--- src/rtl/cdb_arbiter_pkg.sv ---
// Shared types and constants for the CDB completion arbiter.
// Holding-register field widths are fixed here; cdb_arbiter's PREG_W/ROB_W defaults follow them.
package cdb_arbiter_pkg;

    localparam int CDB_SLOTS  = 3;
    localparam int CDB_PREG_W = 7;
    localparam int CDB_ROB_W  = 5;

    localparam int REQ_ALU0 = 0;
    localparam int REQ_ALU1 = 1;
    localparam int REQ_BR   = 2;
    localparam int REQ_LSU  = 3;

    typedef struct packed {
        logic [CDB_PREG_W-1:0] preg;
        logic                  has_dest;
        logic [CDB_ROB_W-1:0]  rob_tag;
    } cdb_req_t;

    // Physical register 0 is never a real producer, so it never wakes anything up.
    function automatic logic preg_wakes(cdb_req_t r);
        return r.has_dest && (r.preg != '0);
    endfunction

endpackage

--- src/rtl/cdb_arbiter_rr_pick3.sv ---
// Combinational rotating scan: grants up to CDB_SLOTS occupied entries starting at rr_ptr,
// filling slots in scan order, and reports the pointer just past the last grant.
module rr_pick3
    import cdb_arbiter_pkg::*;
#(
    parameter int NUM_REQ = 4,
    parameter int PTR_W   = $clog2(NUM_REQ)
) (
    input  logic [NUM_REQ-1:0]                occ,
    input  logic [PTR_W-1:0]                  rr_ptr,
    output logic [NUM_REQ-1:0]                grant,
    output logic [CDB_SLOTS-1:0]              slot_vld,
    output logic [CDB_SLOTS-1:0][PTR_W-1:0]   slot_idx,
    output logic [PTR_W-1:0]                  next_ptr
);

    localparam logic [1:0] SLOTS = 2'(CDB_SLOTS);

    int               idx;
    logic [PTR_W-1:0] cur;
    logic [1:0]       n;

    always_comb begin
        grant    = '0;
        slot_vld = '0;
        slot_idx = '0;
        next_ptr = rr_ptr;
        idx      = 0;
        cur      = '0;
        n        = '0;
        for (int off = 0; off < NUM_REQ; off++) begin
            idx = int'(rr_ptr) + off;
            if (idx >= NUM_REQ) idx = idx - NUM_REQ;
            cur = PTR_W'(idx);
            if (occ[cur] && (n < SLOTS)) begin
                grant[cur]  = 1'b1;
                slot_vld[n] = 1'b1;
                slot_idx[n] = cur;
                n           = n + 2'd1;
                next_ptr    = (idx == NUM_REQ - 1) ? '0 : PTR_W'(idx + 1);
            end
        end
    end

endmodule

--- src/rtl/cdb_arbiter.sv ---
// Common Data Bus arbiter: one holding register per completion requester, up to three
// round-robin grants per cycle, registered broadcast. Optional counters: CDB_PERF_CNT_EN.
module cdb_arbiter
    import cdb_arbiter_pkg::*;
#(
    parameter int NUM_REQ = 4,
    parameter int PREG_W  = CDB_PREG_W,
    parameter int ROB_W   = CDB_ROB_W
) (
    input  logic                    clk,
    input  logic                    reset,
    input  logic                    mispredict,
    input  logic [NUM_REQ-1:0]      req_valid,
    output logic [NUM_REQ-1:0]      req_ready,
    input  logic [NUM_REQ*PREG_W-1:0] req_preg,
    input  logic [NUM_REQ-1:0]      req_has_dest,
    input  logic [NUM_REQ*ROB_W-1:0] req_rob_tag,
    output logic [PREG_W-1:0]       preg1_rdy,
    output logic [PREG_W-1:0]       preg2_rdy,
    output logic [PREG_W-1:0]       preg3_rdy,
    output logic                    preg1_valid,
    output logic                    preg2_valid,
    output logic                    preg3_valid,
    output logic [2:0]              rob_done_valid,
    output logic [3*ROB_W-1:0]      rob_done_tag,
    output logic                    busy
`ifdef CDB_PERF_CNT_EN
   ,output logic [31:0]             perf_grant_cnt,
    output logic [31:0]             perf_stall_cnt
`endif
);

    localparam int PTR_W = $clog2(NUM_REQ);

    logic [NUM_REQ-1:0]                   occ_q, occ_d;
    cdb_req_t                             hold_q [NUM_REQ];
    cdb_req_t                             hold_d [NUM_REQ];
    logic [PTR_W-1:0]                     rr_ptr_q, rr_ptr_d;
    logic [CDB_SLOTS-1:0][PREG_W-1:0]     slot_preg_q, slot_preg_d;
    logic [CDB_SLOTS-1:0]                 slot_pvld_q, slot_pvld_d;
    logic [CDB_SLOTS-1:0]                 done_vld_q, done_vld_d;
    logic [CDB_SLOTS-1:0][ROB_W-1:0]      done_tag_q, done_tag_d;

    logic [NUM_REQ-1:0]                   grant;
    logic [NUM_REQ-1:0]                   accept;
    logic [CDB_SLOTS-1:0]                 slot_vld;
    logic [CDB_SLOTS-1:0][PTR_W-1:0]      slot_idx;
    logic [PTR_W-1:0]                     next_ptr;
    cdb_req_t                             sel;

    rr_pick3 #(
        .NUM_REQ (NUM_REQ),
        .PTR_W   (PTR_W)
    ) u_pick (
        .occ      (occ_q),
        .rr_ptr   (rr_ptr_q),
        .grant    (grant),
        .slot_vld (slot_vld),
        .slot_idx (slot_idx),
        .next_ptr (next_ptr)
    );

    // A granted entry frees its register this cycle, so it may be refilled immediately.
    always_comb begin
        req_ready = (reset || mispredict) ? '0 : (~occ_q | grant);
        accept    = req_valid & req_ready;
        occ_d     = mispredict ? '0 : (accept | (occ_q & ~grant));
        for (int i = 0; i < NUM_REQ; i++) begin
            hold_d[i] = hold_q[i];
            if (accept[i]) begin
                hold_d[i].preg     = req_preg[i*PREG_W +: PREG_W];
                hold_d[i].has_dest = req_has_dest[i];
                hold_d[i].rob_tag  = req_rob_tag[i*ROB_W +: ROB_W];
            end
        end
        rr_ptr_d = mispredict ? rr_ptr_q : next_ptr;
    end

    // Grants made in a flush cycle are dropped rather than broadcast.
    always_comb begin
        slot_preg_d = '0;
        slot_pvld_d = '0;
        done_vld_d  = '0;
        done_tag_d  = '0;
        sel         = '0;
        for (int k = 0; k < CDB_SLOTS; k++) begin
            if (slot_vld[k] && !mispredict) begin
                sel            = hold_q[slot_idx[k]];
                slot_preg_d[k] = sel.preg;
                slot_pvld_d[k] = preg_wakes(sel);
                done_vld_d[k]  = 1'b1;
                done_tag_d[k]  = sel.rob_tag;
            end
        end
    end

    always_ff @(posedge clk) begin
        if (reset) begin
            occ_q       <= '0;
            rr_ptr_q    <= '0;
            slot_preg_q <= '0;
            slot_pvld_q <= '0;
            done_vld_q  <= '0;
            done_tag_q  <= '0;
        end else begin
            occ_q       <= occ_d;
            rr_ptr_q    <= rr_ptr_d;
            slot_preg_q <= slot_preg_d;
            slot_pvld_q <= slot_pvld_d;
            done_vld_q  <= done_vld_d;
            done_tag_q  <= done_tag_d;
        end
    end

    always_ff @(posedge clk) begin
        hold_q <= hold_d;
    end

    assign preg1_rdy      = slot_preg_q[0];
    assign preg2_rdy      = slot_preg_q[1];
    assign preg3_rdy      = slot_preg_q[2];
    assign preg1_valid    = slot_pvld_q[0];
    assign preg2_valid    = slot_pvld_q[1];
    assign preg3_valid    = slot_pvld_q[2];
    assign rob_done_valid = done_vld_q;
    assign rob_done_tag   = done_tag_q;
    assign busy           = |occ_q;

`ifdef CDB_PERF_CNT_EN
    logic [31:0] grant_cnt_q, grant_cnt_d;
    logic [31:0] stall_cnt_q, stall_cnt_d;
    logic [1:0]  n_grants;

    // Counters see the arbiter's raw decisions and ignore flushes; both saturate.
    always_comb begin
        n_grants = '0;
        for (int k = 0; k < CDB_SLOTS; k++) begin
            n_grants = n_grants + 2'(slot_vld[k]);
        end
        grant_cnt_d = (grant_cnt_q > (32'hFFFF_FFFF - 32'(n_grants))) ? '1
                                                                      : grant_cnt_q + 32'(n_grants);
        stall_cnt_d = stall_cnt_q;
        if ((|(occ_q & ~grant)) && (stall_cnt_q != '1)) begin
            stall_cnt_d = stall_cnt_q + 32'd1;
        end
    end

    always_ff @(posedge clk) begin
        if (reset) begin
            grant_cnt_q <= '0;
            stall_cnt_q <= '0;
        end else begin
            grant_cnt_q <= grant_cnt_d;
            stall_cnt_q <= stall_cnt_d;
        end
    end

    assign perf_grant_cnt = grant_cnt_q;
    assign perf_stall_cnt = stall_cnt_q;
`endif

endmodule

--- config.mk ---
export PLATFORM = sky130hd
export DESIGN_NAME = cdb_arbiter
export DESIGN_NICKNAME = d
export VERILOG_FILES = /design/src/rtl/cdb_arbiter_pkg.sv /design/src/rtl/cdb_arbiter_rr_pick3.sv /design/src/rtl/cdb_arbiter.sv
export SDC_FILE = /design/constraint.sdc
export NUM_CORES = 1
export LEC_CHECK = 0
export CAP_MARGIN = 40
export CORE_UTILIZATION = 46
export DETAILED_ROUTE_END_ITERATION = 12
export PLACE_DENSITY = 0.75
export SLEW_MARGIN = 20
export SYNTH_ARGS = -nofsm -noshare
export SYNTH_HDL_FRONTEND = slang
export SYNTH_SLANG_ARGS = --single-unit
--- constraint.sdc ---
create_clock -name clk -period 6.5 [get_ports clk]
set_input_delay 1.3 -clock clk [delete_from_list [all_inputs] [get_ports clk]]
set_output_delay 1.3 -clock clk [all_outputs]
set_load 0.005 [all_outputs]
==> reports/metrics.csv <==
stage,metric,value,unit
outcome,outcome,finished clean,
grt,grt_pass1_vias,3430,
layout,seqCellArea,2520,sq um
synth,synth_ff_type,edfxtp_1,
synth,synth_nets,433,
timing,finalClockSkew,0.0185,ns
routing,vias,3397,
timing,final.setup.tns,0,ns
power_and_ir_drop,p_int,1.33,mW
min_path,hold_end,occ_q[0],
layout,antennaDiodeCount,0,
clocking,cts_resized,0,
critical_path,cp-start-kind,flop,
critical_path,crit_slowest_cell,dfxtp_1,
floorplan,core.rowCount,37,
clocking,clkTransAtPathRegs,0.11,ns
synth,synth_compound_gate_area_share,5.10,%
place,numPortBuffers,105,
power_and_ir_drop,powerDensity,327,nW/um^2
synth,synth_cells,359,
routing,drc_errors,0,
timing,rsz0062_at_grt,false,
timing,relSlewSlack,46.2,%
grt,grtUsageTotal,22.7,%
timing,min_period_over_period,83.0,%
synth,synth-xor-area-share,0,%
synth,synthSimpleGateAreaFrac,10.7,%
timing,hold_viol,0,
critical_path,worstReg2RegEnd,slot_pvld_q[0],
floorplan,coreArea,10300,sq um
critical_path,rr_worst_depth,15,
clocking,clock-sinks,100,
place,dp_cells,591,
power_and_ir_drop,power_frac_clock,18.1,%
synth,ys_seq_elements,100,
synth,synth_top_family_by_area,multiplexers,
power_and_ir_drop,p_sw_share,35.7,%
critical_path,cp.arrival,4.10,ns
power_and_ir_drop,p_seq_share,36.4,%
layout,nets,543,
grt,grt_max_degree,21,
timing,setup_violations,0,
critical_path,cp_max_fo,15,
routing,drt_iter0_markers,199,
critical_path,r2r-start,rr_ptr_q[0],
synth,synthAdderAreaFrac,4.04,%
synth,synth.avg_cell_area,13.5,sq um
synth,muxShareOfSynthArea,24.7,%
synth,seq_area_frac_synth,52.2,%
synth,synth_edf_count,52,
floorplan,start_util,47.1,%
floorplan,die_h,105,um
clocking,cts_hold_buf,0,
power_and_ir_drop,p_switching,737,uW
clocking,postCtsSetupRepairBufs,0,
synth,ys_warn_count,0,
critical_path,rrSetupSlack,1.77,ns
place,hpwl,8840,um
run,drv_cap,0,
routing,drtAntennaViolNets,0,
clocking,cts_tree,built,
layout,drive_gt1_share,15.8,%
layout,fillCellCount,805,
timing,finalCriticalPeriod,5.40,ns
clocking,cts_max_path_buffers,2,
synth,synthesis.area,4840,sq um
routing,finalWirelength,11900,um
place,gp_congestion,0.879,
timing,fmax,185,MHz
min_path,worstHoldStart,occ_q[0],
layout,syn2layout_area_growth,30.4,%
floorplan,die_area,10900,sq um
routing,dr.pass1.iters,4,
grt,grt_pass1_wl,18700,um
routing,routed_via_density,5.57,
power_and_ir_drop,power_frac_comb,45.5,%
critical_path,crit_required,5.20,ns
power_and_ir_drop,power,2.06,mW
floorplan,pin_count,106,
clocking,insertion_delay,0.37,ns
routing,detail_route.wl_per_cell,19.5,um
clocking,cts_root_buf,clkbuf_8,
synth,async_reset_ff_share,0,%
clocking,numCtsBuffers,9,
timing,final-max-slew-violation-count,0,
critical_path,end_kind,output pin,
timing,worst_pin_slew,0.808,ns
floorplan,die_width,105,um
min_path,min_path_type,reg -> reg,
critical_path,crit_type,reg -> out,
synth,synth_cell_types,43,
critical_path,critPathMaxStageDelay,0.53,ns
min_path,min_path_cells,2,
layout,multi_input_area,2190,sq um
grt,overflow,0,
critical_path,path_cells,"buf_8, inv_1, ha_1, mux4_2, inv_1, ha_1, inv_1, mux2i_4, nand2_1, nand2_1, nand2_1, nand4_1, and2_1, clkdlybuf4s50_1",
clocking,htree_levels,3,
power_and_ir_drop,vdd_ir_drop_max,0.141,mV
layout,fin_cells,610,
grt,antenna_found_initial,0,
power_and_ir_drop,leakage,2.27,nW
-- placed cells by master, fill, tap and decap left out, types with 6 or more instances in the layout --
cell             instances
clkdlybuf4s50_1        105
edfxtp_1                52
dfxtp_1                 48
mux2i_1                 39
and2_1                  28
mux4_2                  26
nor2_1                  19
nand2_1                 19
inv_1                   14
ha_1                    14
a21oi_1                 11
mux2_2                   9
and3_1                   9
clkbuf_8                 9
nand3_1                  6
-- worst max-delay path by stage --
stage / from / endpoint / slack, ns / depth (start not counted)
2_1_floorplan: rr_ptr_q[0] / req_ready[3] / 2.05 / 13
3_3_place_gp: rr_ptr_q[0] / req_ready[3] / 1.27 / 11
3_5_place_dp: rr_ptr_q[0] / req_ready[0] / 1.08 / 13
4_1_cts: rr_ptr_q[0] / req_ready[0] / 0.64 / 13
5_1_grt: rr_ptr_q[1] / req_ready[3] / 0.78 / 13
6_report: rr_ptr_q[0] / req_ready[2] / 1.10 / 14
-- power groups by stage --
| stage | combinational [mW] | clock (mW) | sequential [mW] |
|---|---|---|---|
| 2_1_floorplan | 0.659 | 0 | 0.753 |
| 3_3_place_gp | 0.880 | 0 | 0.778 |
| 3_5_place_dp | 0.918 | 0 | 0.781 |
| 4_1_cts | 0.919 | 0.381 | 0.766 |
| 5_1_grt | 1.01 | 0.411 | 0.759 |
| 6_report | 0.939 | 0.374 | 0.752 |
-- synth_stat cells (2+ instances only) --
library cell,number,share of area (%)
nor3_1,3,0.31
clkbuf_1,8,0.62
mux4_2,26,12
dfxtp_1,48,20
and2_1,28,3.6
nand2_1,19,1.5
mux2i_4,2,0.93
o21ai_0,5,0.52
and3_1,9,1.2
ha_1,14,3.6
a31o_2,2,0.36
buf_2,4,0.41
a31oi_1,3,0.39
nor4_1,2,0.26
mux2_2,9,2.1
a22oi_1,5,0.78
buf_6,4,0.93
edfxtp_1,52,32
a21oi_1,11,1.1
nand4_1,5,0.65
mux2i_1,41,8.5
nand3_1,6,0.62
mux4_1,2,1.1
nor2_1,19,1.5
inv_1,14,1.1
-- sequential cells by signal, indices dropped and copies added (netlist names) --
| register | cells |
|---|---|
| preg2_rdy | 7 |
| rob_done_valid | 3 |
| hold_q | 52 |
| preg3_rdy | 7 |
| occ_q | 4 |
| preg1_rdy | 7 |
| rr_ptr_q | 2 |
| rob_done_tag | 15 |
| slot_pvld_q | 3 |
-- final cells by class --
cell class,count,share of cell area [%]
multi-input combinational,227,34.7
inverter,14,0.833
clock inverter,7,0.913
tap,136,2.70
clock buffer,9,1.96
timing repair buffer,117,18.9
sequential,100,40.0
-- kinds of logic after synthesis --
family | after synthesis
multiplexers | 80
AND/OR/NAND/NOR | 96
adder cells (fa/ha/maj) | 15
flip-flops | 100
AO/OA/AOI/OAI | 36
buffers and inverters | 32
-- through the flow --
step	util (%)	cell area [sq um]	hold WS (ns)	setup WS (ns)
global placement	58.4	6000	0.611	1.27
floorplan	-	4840	0.517	2.05
global route	61.3	6300	0.696	0.782
CTS	61.0	6270	0.645	0.642
detailed placement	59.2	6090	0.625	1.08
finish	61.3	6300	0.642	1.10
-- layer usage --
| layer | share of wire [%] | GRT usage [%] |
|---|---|---|
| met1 | 42 | 29.7 |
| met2 | 50 | 37.1 |
| met3 | 6.2 | 4.43 |
| met4 | 1.8 | 9.08 |
| met5 | 0 | 0 |
-- worst max-delay path: cells and delay by family (launching register included) --
family	cells	cell delay [ns]
buffers and inverters	5	1.14
muxes	2	0.68
and+or+nand+nor	5	0.61
adders and majority gates	2	0.73
DFF	1	0.53
(Power assumes the default switching activity.)
